`src/rtl/input_vc_buffer.sv`:
```
// Two-VC single-entry input buffer: polarity picks the write VC, the other VC
// requests the forward or eject arbiter and hands its packet over on grant.
module input_vc_buffer #(
  parameter int DATA_WIDTH   = 64,
  parameter int HOP_MSB      = 55,
  parameter int STARVE_LIMIT = 15
) (
  input  logic                  clk,
  input  logic                  reset,
  input  logic                  polarity,
  input  logic                  in_send,
  output logic                  in_ready,
  input  logic [DATA_WIDTH-1:0] in_data,
  output logic                  rq_fwd,
  output logic                  rq_eject,
  input  logic                  gt_fwd,
  input  logic                  gt_eject,
  output logic [DATA_WIDTH-1:0] out_data,
  output logic                  out_vc,
  output logic [1:0]            starve
);

  localparam logic [7:0] STARVE_CNT = 8'(STARVE_LIMIT);

  logic [1:0]            full_vec;
  logic [DATA_WIDTH-1:0] data_vec [2];
  logic                  rd_vc;
  logic                  rd_full;
  logic [7:0]            rd_hop;
  logic                  write_en;
  logic                  accept;

  assign rd_vc    = ~polarity;
  assign in_ready = ~full_vec[polarity];
  assign write_en = in_send & in_ready;
  assign rd_full  = full_vec[rd_vc];
  assign rd_hop   = data_vec[rd_vc][HOP_MSB -: 8];
  assign rq_eject = rd_full & (rd_hop == 8'd0);
  assign rq_fwd   = rd_full & (rd_hop != 8'd0);
  // A grant only counts on the line that is actually requesting
  assign accept   = (gt_fwd & rq_fwd) | (gt_eject & rq_eject);
  assign out_vc   = rd_vc;

  always_comb begin
    out_data = '0;
    if (rq_eject) begin
      out_data = data_vec[rd_vc];
    end else if (rq_fwd) begin
      out_data                  = data_vec[rd_vc];
      out_data[HOP_MSB -: 8]    = rd_hop - 8'd1;
    end
  end

  genvar gi;
  generate
    for (gi = 0; gi < 2; gi++) begin : g_vc
      logic                  is_wr;
      logic                  full_reg;
      logic [DATA_WIDTH-1:0] data_reg;
      logic [7:0]            wait_reg;

      assign is_wr = (gi == 0) ? ~polarity : polarity;

      // Write and read phases are exclusive per VC, so one branch owns the state each cycle
      always_ff @(posedge clk or negedge reset) begin
        if (!reset) begin
          full_reg <= 1'b0;
          data_reg <= '0;
          wait_reg <= 8'd0;
        end else if (is_wr) begin
          if (write_en) begin
            data_reg <= in_data;
            full_reg <= 1'b1;
          end
        end else if (accept) begin
          full_reg <= 1'b0;
          wait_reg <= 8'd0;
        end else if (rd_full && wait_reg != 8'hFF) begin
          wait_reg <= wait_reg + 8'd1;
        end
      end

      assign full_vec[gi] = full_reg;
      assign data_vec[gi] = data_reg;
      assign starve[gi]   = (wait_reg >= STARVE_CNT);
    end
  endgenerate

endmodule
```
`config.mk`:
```
export PLATFORM = sky130hd
export DESIGN_NAME = input_vc_buffer
export DESIGN_NICKNAME = d
export VERILOG_FILES = /design/src/rtl/input_vc_buffer.sv
export SDC_FILE = /design/constraint.sdc
export NUM_CORES = 1
export LEC_CHECK = 0
export CAP_MARGIN = 30
export CORE_MARGIN = 8
export CORE_UTILIZATION = 45
export CTS_BUF_LIST = sky130_fd_sc_hd__clkbuf_8
export DETAILED_ROUTE_END_ITERATION = 16
export PLACE_DENSITY = 0.77
export SYNTH_ARGS = -nofsm -noshare
export SYNTH_HDL_FRONTEND = slang
export SYNTH_SLANG_ARGS = --single-unit
```
`constraint.sdc`:
```
create_clock -name clk -period 3.1 [get_ports clk]
set_input_delay 0.31 -clock clk [delete_from_list [all_inputs] [get_ports clk]]
set_output_delay 0.31 -clock clk [all_outputs]
set_load 0.005 [all_outputs]
```
## Word-level counts from Yosys, hierarchy flattened

Cells that the tools add are included.

- Flip-flop bits (word level): 146
- Output and inout port bits: 70
- Bits of input ports: 70

- Bitwise logic cells: 9
- Order comparisons: 5
- Equal/unequal tests: 4
- Reductions and logical operators: 14
- Multiplexer cells: 17
- $add $sub $neg: 3

Operators by type and width:

| kind | number |
|---|---|
| 64-bit 2-to-1 mux | 5 |
| 8-bit 2-to-1 mux | 4 |
| 8-bit by 1-bit adder with 8-bit output (second input constant) | 2 |
| 8-bit by 4-bit >= comparator with 1-bit output (second input constant) | 2 |
| 8-bit != test (second input constant) | 2 |
| 2-bit AND reduction | 6 |
| 8-bit zero test | 1 |
| 1-bit 2-to-1 mux | 8 |
| 2-bit nonzero test | 4 |
| 8-bit nonzero test | 1 |
| 8-bit by 1-bit subtractor with 8-bit output (second input constant) | 1 |
| 1-bit AND | 5 |
| 1-bit by 2-bit less-than comparator with 1-bit output (second input constant) | 2 |
| 2-bit by 1-bit != test with 1-bit output (second input constant) | 2 |
| 2-bit >= comparator (second input constant) | 1 |
| 1-bit logical AND | 2 |
| 1-bit NOT | 2 |
| 1-bit NOT with 2-bit output | 1 |
| 1-bit OR | 1 |

## Depth between registers and ports, before layout

Gate-level depths: netlist (run 1).

- Word-level depth: 11
- Mapped depth: 10
- Gate-level depth less buffers: 6

## Worst setup path after synthesis (run 1)

OpenSTA, ideal clock, no wires.

- Kind: input port to output port
- Start: input port polarity
- End: output port out_data[53]
- Setup slack: 503 ps
- Stages on the path: 9
- Data arrival time: 2287 ps
- Cell sequence: buf_6 buf_6 clkbuf_1 mux2i_1 ha_1 o221ai_4 nor2_2 or4_1 a21oi_1

- Cells in the longest elaborated chain, start to end: 9
- Elaborated cells on any way between the ends: 14
- Those cells by class: add/sub: 1; mux: 7; bitwise: 4; reduce/logical: 2

Ends and longest elaborated chain:

| what | RTL line | source |
|---|---|---|
| start, declared | 10 | `input logic polarity,` |
| branches (longest 8 deep; another with 8-bit by 1-bit subtractor with 8-bit output) | -- |  |
| 64-bit 2-to-1 mux (*) | 46 | `if (rq_eject) begin` |
| end, declared | 18 | `output logic [DATA_WIDTH-1:0] out_data,` |

Mark *: on every way between the ends. The select of a mux whose other input is x is not followed.

## Final worst setup path (run 1)

- Start: register g_vc[0].data_reg[49]
- End: output port out_data[49]

- Cells in the longest elaborated chain, start to end: 7
- Elaborated cells on any way between the ends: 10
- Those cells by class: add/sub: 1; mux: 5; bitwise: 2; reduce/logical: 2

Ends and longest elaborated chain:

| what | RTL line | source |
|---|---|---|
| start, declared | 59 | `logic [DATA_WIDTH-1:0] data_reg;` |
| start signal, assigned | 72 | `data_reg <= in_data;` |
| 64-bit 2-to-1 mux (implied by the code) (*) (3 in a row) | 47 | `out_data = data_vec[rd_vc];` |
| branches (longest 3 deep; another with 8-bit by 1-bit subtractor with 8-bit output) | -- |  |
| 64-bit 2-to-1 mux (*) | 46 |  |

Marked as above.

==> results of run 1 <==
[placed cells by master (no fill, tap or decap), drive strengths merged, types with 4 or more instances in the layout]
cell / count
clkdlybuf4s50: 137
a22o: 56
clkbuf: 19
a21oi: 8
nor4: 9
nand4: 4
mux2i: 10
nor3: 9
and3: 4
nor2: 22
o21a: 4
a31oi: 5
inv: 11
xor2: 4
buf: 25
nand2: 16
dfrtp: 146
clkinv: 4
o21ai: 7
nand3: 8
mux2: 130
[where the power goes]
group / internal [mW] / total [mW] / switching (mW)
logic: 1.34 / 2.16 / 0.816
registers: 2.55 / 2.98 / 0.429
clock network: 0.855 / 1.61 / 0.759
total: 4.74 / 6.75 / 2.00
[critical path: stages, from the launching register on]
cell and delay (ns):
dfrtp_1 0.42, mux2i_2 0.21, ha_2 0.27, o221a_2 0.22, nand2_1 0.07, and2_1 0.18
a211oi_1 0.24, clkdlybuf4s50_1 0.55
[worst max path at each step]
stage / startpoint / endpoint
6_report: g_vc[0].data_reg[49] / out_data[49]
5_1_grt: g_vc[0].data_reg[48] / out_data[49]
4_1_cts: g_vc[0].data_reg[48] / out_data[49]
3_5_place_dp: polarity / out_data[49]
3_3_place_gp: polarity / out_data[55]
2_1_floorplan: polarity / out_data[53]
[cell families after synthesis]
kind of cell | share of synthesized area, %
flip-flops | 52.6
AND/OR/NAND/NOR | 7.18
adder cells (fa/ha/maj) | 0.540
multiplexers | 22.5
XOR/XNOR | 0.882
AO/OA/AOI/OAI | 13.6
buffers and inverters | 2.74
[layout make-up]
class	instances	area share, %
Sequential cell	146	40.1
Multi-Input combinational cell	352	34.4
Timing Repair Buffer	164	17.9
Clock buffer	19	2.87
Tap cell	188	2.58
Clock inverter	13	1.90
Inverter	5	0.206
[repair_timing]
action                                  CTS  global route
hold endpoints to repair                 77             0
endpoints found under the setup margin    2             2
gates resized for setup                   2             2
hold buffers                              1             0
[stage by stage]
step	power [mW]	hold WS, ns	setup slack (ns)	std cells
finish	6.75	0.448	0.216	887
floorplan	4.10	0.0144	0.503	538
CTS	6.81	0.463	0.105	887
global placement	5.07	0.377	0.0434	854
global route	7.14	0.468	0.0422	887
detailed placement	5.17	0.390	-0.0585	854
[per-layer routing]
layer  part of all wire [%]  vias to the layer above  global-route usage, %
met1                     41                     2622                   21.2
li1                       -                     2332                      -
met2                     48                      171                   29.4
met3                    9.2                       24                   7.95
met5                      0                        -                      0
met4                    1.6                        0                   6.11
==> impl_metrics.csv, run 1 <==
group,metric,value,unit
critical_path,arrival,2.57,ns
routing,viasPerCell,5.80,
clock_network,htreeDepth,4,
timing,skew,0.0162,ns
floorplanning,die_x,140,microns
place,numPortBuffers,139,
critical_path,crit_path_end_kind,"output port",
critical_path,r2r_setup_slack,0.83,ns
routing,drtIter0Drc,276,
routing,ant_nets,0,
timing,worst_pin_slew,0.728,ns
logic_synthesis,yosys.area.top_type,"dfrtp_1",
run,maxCapViolations,0,
finish,final_area,9100,sq um
logic_synthesis,synth_area_leaders,"dfrtp_1 (53%), mux2_2 (21%), a22o_1 (7.1%)",
floorplanning,initial_core_util,45.9,%
floorplanning,die_area,19700,sq um
power_and_ir_drop,irDropWorstVdd,0.597,mV
floorplanning,num_rows,45,
clock_network,clkLatencyLatePin,0.45,ns
finish,largest_register_ffs,128,
global_routing,grt-ovfl-total,0,
logic_synthesis,synth.most_common_cell,"dfrtp_1",
floorplanning,die_h,140,microns
critical_path,reg2reg_to,"g_vc[0].wait_reg[7]",
power_and_ir_drop,power_density,741,nW/um^2
place,dp_hpwl,12200,microns
critical_path,crit_required,2.79,ns
finish,drive_above_1_share,29.5,%
global_routing,antenna_found_initial,0,
logic_synthesis,synth.distinct_cells,63,
place,placed_cell_area,8650,sq um
routing,vias,5149,
finish,ff_latch_area,3650,sq um
critical_path,crit_path_max_fanout,4,
timing,tns,0,ns
timing,fmax,347,MHz
logic_synthesis,syn_nets,611,
routing,drc_errors,0,
logic_synthesis,synth_edf_count,0,
global_routing,grt_start_max_net_pins,80,
timing,slew_headroom,51.5,%
hold_path,min-delay-path-class,"in -> async",
timing,finalSetupViolations,0,
critical_path,critical_path_class,"reg -> out",
logic_synthesis,synthesis.area,6950,sq um
logic_synthesis,synth_area_per_cell,12.9,sq um
global_routing,grt_pass1_vias,5530,
finish,multi_input_area,3130,sq um
logic_synthesis,postSynthCellCount,538,
place,place.gp.congestion,0.869,
finish,final_nets,759,
clock_network,clk_path_buf_depth,2,
logic_synthesis,synth_top_flop_cell,"dfrtp_1",
timing,final-max-slew-violation-count,0,
timing,final.min_clock_period,2.88,ns
timing,hold_viol,0,
critical_path,reg2reg_from,"g_vc[1].full_reg",
clock_network,clkTransAtPathRegs,0.09,ns
clock_network,numClockSinks,146,
critical_path,crit_path_start_kind,"flop",
global_routing,track_usage,18.2,%
logic_synthesis,yosys_warnings,0,
finish,n_fill_cell,1180,
finish,post-route-util,60.1,%
routing,routed_wl,17600,microns
logic_synthesis,synth_common_cells,"dfrtp_1 (146), mux2_2 (130), a22o_1 (56), nor2_1 (21), nand2_1 (16)",
critical_path,r2r_cells,6,
global_routing,grt_pass1_wl,28400,microns
outcome,status,"complete, no violations",
clock_network,post_cts_buffers,0,
power_and_ir_drop,leakage,3.77,nW
logic_synthesis,yosysSeqAreaShare,52.6,%
timing,rsz0062_at_grt,"false",
routing,wire_per_inst,19.9,microns
floorplanning,core_area,15100,sq um
logic_synthesis,synth_top_area_share,52.6,%
routing,drt-pass1-iter-count,6,
finish,antenna_cells,0,
finish,area_growth_syn_to_layout,30.9,%
logic_synthesis,ys_ff_latch,146,
logic_synthesis,synth_async_sr_flop_share,100,%
floorplanning,pin_count,140,
clock_network,cts_made_buffers,17,
timing,period_share,93.0,%
clock_network,root_buffer,"clkbuf_8",
clock_network,cts_tree,"done",
No activity file was read; power rests on OpenSTA's default activity.
==> inputs of run 2 (changes only) <==
Settings changed: CELL_PAD_IN_SITES_DETAIL_PLACEMENT from default to 0, CELL_PAD_IN_SITES_GLOBAL_PLACEMENT from default to 1, CORE_UTILIZATION 45 to 43, CTS_CLUSTER_SIZE from default to 40, PLACE_DENSITY 0.77 to 0.89, SLEW_MARGIN from default to 20.
==> impl_metrics.csv, run 2 (synthesis results as in run 1) <==
group,metric,value,unit
timing,rsz0062_at_grt,"false",
routing,drc_errors,0,
finish,antenna_cells,0,
timing,period_share,93.2,%
run,maxCapViolations,0,
timing,worst_pin_slew,0.648,ns
critical_path,crit_path_max_fanout,4,
floorplanning,die_h,143,microns
place,dp_hpwl,12200,microns
finish,n_fill_cell,1290,
floorplanning,num_rows,46,
critical_path,crit_slowest_cell,"clkdlybuf4s50_1",
routing,vias,5092,
finish,layout_commonest_cell,"dfrtp_1",
critical_path,crit_path_start_kind,"flop",
place,dp_slack,0.000689,ns
power_and_ir_drop,irDropWorstVdd,0.505,mV
finish,multi_input_area,3130,sq um
clock_network,clk_path_buf_depth,2,
routing,drtIter0Drc,284,
floorplanning,pin_count,140,
timing,final.min_clock_period,2.89,ns
routing,routed-wl-met3,1510,microns
clock_network,numClockSinks,146,
clock_network,root_buffer,"clkbuf_8",
global_routing,track_usage,18.0,%
global_routing,grt_pass1_vias,5620,
global_routing,grt-ovfl-total,0,
finish,final_nets,754,
critical_path,critical_path_class,"reg -> out",
timing,finalSetupViolations,0,
routing,drt-pass1-iter-count,4,
clock_network,cts_made_buffers,17,
timing,timing.final.ws_setup,0.211,ns
critical_path,crit_path_end_kind,"output port",
timing,final-max-slew-violation-count,0,
floorplanning,initial_core_util,43.9,%
critical_path,r2r_setup_slack,0.86,ns
critical_path,cp_top_family,"buffers and inverters",
power_and_ir_drop,power_density,740,nW/um^2
critical_path,crit_required,2.79,ns
floorplanning,die_x,143,microns
critical_path,crit_chain,"mux2i_2 > ha_2 > o221a_2 > nand2_1 > and2_1 > a211oi_1 > clkdlybuf4s50_1",
finish,layout_common_cells,"dfrtp_1 (146), clkdlybuf4s50_1 (137), mux2_2 (130)",
global_routing,grt_start_max_net_pins,79,
routing,top_layer,"met5",
finish,area_growth_syn_to_layout,31.0,%
clock_network,clkLatencyLatePin,0.44,ns
timing,fmax,346,MHz
routing,wire_per_inst,19.5,microns
clock_network,cts_tree,"done",
place,place.gp.congestion,0.857,
timing,skew,0.0147,ns
routing,route.met2.wl,8880,microns
routing,routed_wl,17800,microns
timing,slew_headroom,56.8,%
routing,ant_nets,0,
critical_path,crit_buf_inv,1,
critical_path,arrival,2.58,ns
timing,tns,0,ns
outcome,status,"complete, no violations",
routing,viasPerCell,5.60,
place,numPortBuffers,139,
floorplanning,die_area,20500,sq um
global_routing,grt_pass1_wl,29200,microns
hold_path,min-delay-path-class,"in -> async",
power_and_ir_drop,leakage,3.74,nW
finish,ff_latch_area,3650,sq um
clock_network,htreeDepth,4,
clock_network,clkTransAtPathRegs,0.09,ns
finish,largest_register_ffs,128,
timing,hold_viol,0,
floorplanning,core_area,15800,sq um
finish,drive_above_1_share,29.1,%
global_routing,antenna_found_initial,1,
routing,wl_met1,7210,microns
critical_path,slowest_delay,0.55,ns
[run 2: changes by cell type in the layout (fill, tap and decap cells not counted), sizes merged]
cell          previous run  this run
buf                     25        20
clkinvlp                 0         2
inv                     11         9
dlygate4sd2              1         0
dlymetal6s2s             0         1
[run 2: path summary, 6_finish.rpt]
path,start,end,cells after the start
setup / recovery,g_vc[0].data_reg[49],out_data[49],7
hold / removal,reset,g_vc[0].wait_reg[4],2
setup reg to reg,g_vc[0].data_reg[49],g_vc[1].wait_reg[3],7
hold reg to reg,g_vc[1].data_reg[63],g_vc[1].data_reg[63],1
max in group asynchronous,reset,g_vc[0].data_reg[20],3
min in group clk,in_data[29],g_vc[1].data_reg[29],2
[run 2: area by class of cell]
| cell class | count | share of cell area (%) |
|---|---|---|
| well taps | 216 | 2.97 |
| inverters | 5 | 0.206 |
| flip-flops and latches | 146 | 40.1 |
| clock buffers | 19 | 2.87 |
| clock inverters | 13 | 1.91 |
| multi-input cells | 352 | 34.4 |
| repair buffers | 159 | 17.6 |
[run 2: power by group]
part | leakage (nW) | internal [mW] | switching [mW]
Combinational | 1.78 | 1.33 | 0.808
Sequential | 1.74 | 2.55 | 0.428
Clock | 0.215 | 0.855 | 0.767
[run 2: timing repair]
| action | in CTS | in global routing |
|---|---|---|
| setup buffers | 0 | 0 |
| hold endpoints to repair | 68 | 0 |
| setup endpoints to repair | 1 | 6 |
| resized for setup | 1 | 3 |
| hold buffers | 1 | 0 |
[run 2: stage by stage]
stage	instances	area, sq um	hold slack (ns)	power, mW	utilization (%)
5_1_grt	910	9100	0.464	7.14	57.5
3_5_place_dp	877	8640	0.364	5.15	54.6
2_1_floorplan	538	6950	0.0144	4.10	-
6_report	910	9100	0.432	6.73	57.5
3_3_place_gp	877	8640	0.345	5.02	54.6
4_1_cts	910	9090	0.444	6.81	57.4
[run 2: per-layer routing]
| metal | GRT usage (%) | up-vias |
|---|---|---|
| li1 | - | 2324 |
| met1 | 21.0 | 2612 |
| met2 | 30.3 | 140 |
| met3 | 7.48 | 14 |
| met4 | 4.03 | 2 |
| met5 | 0 | - |
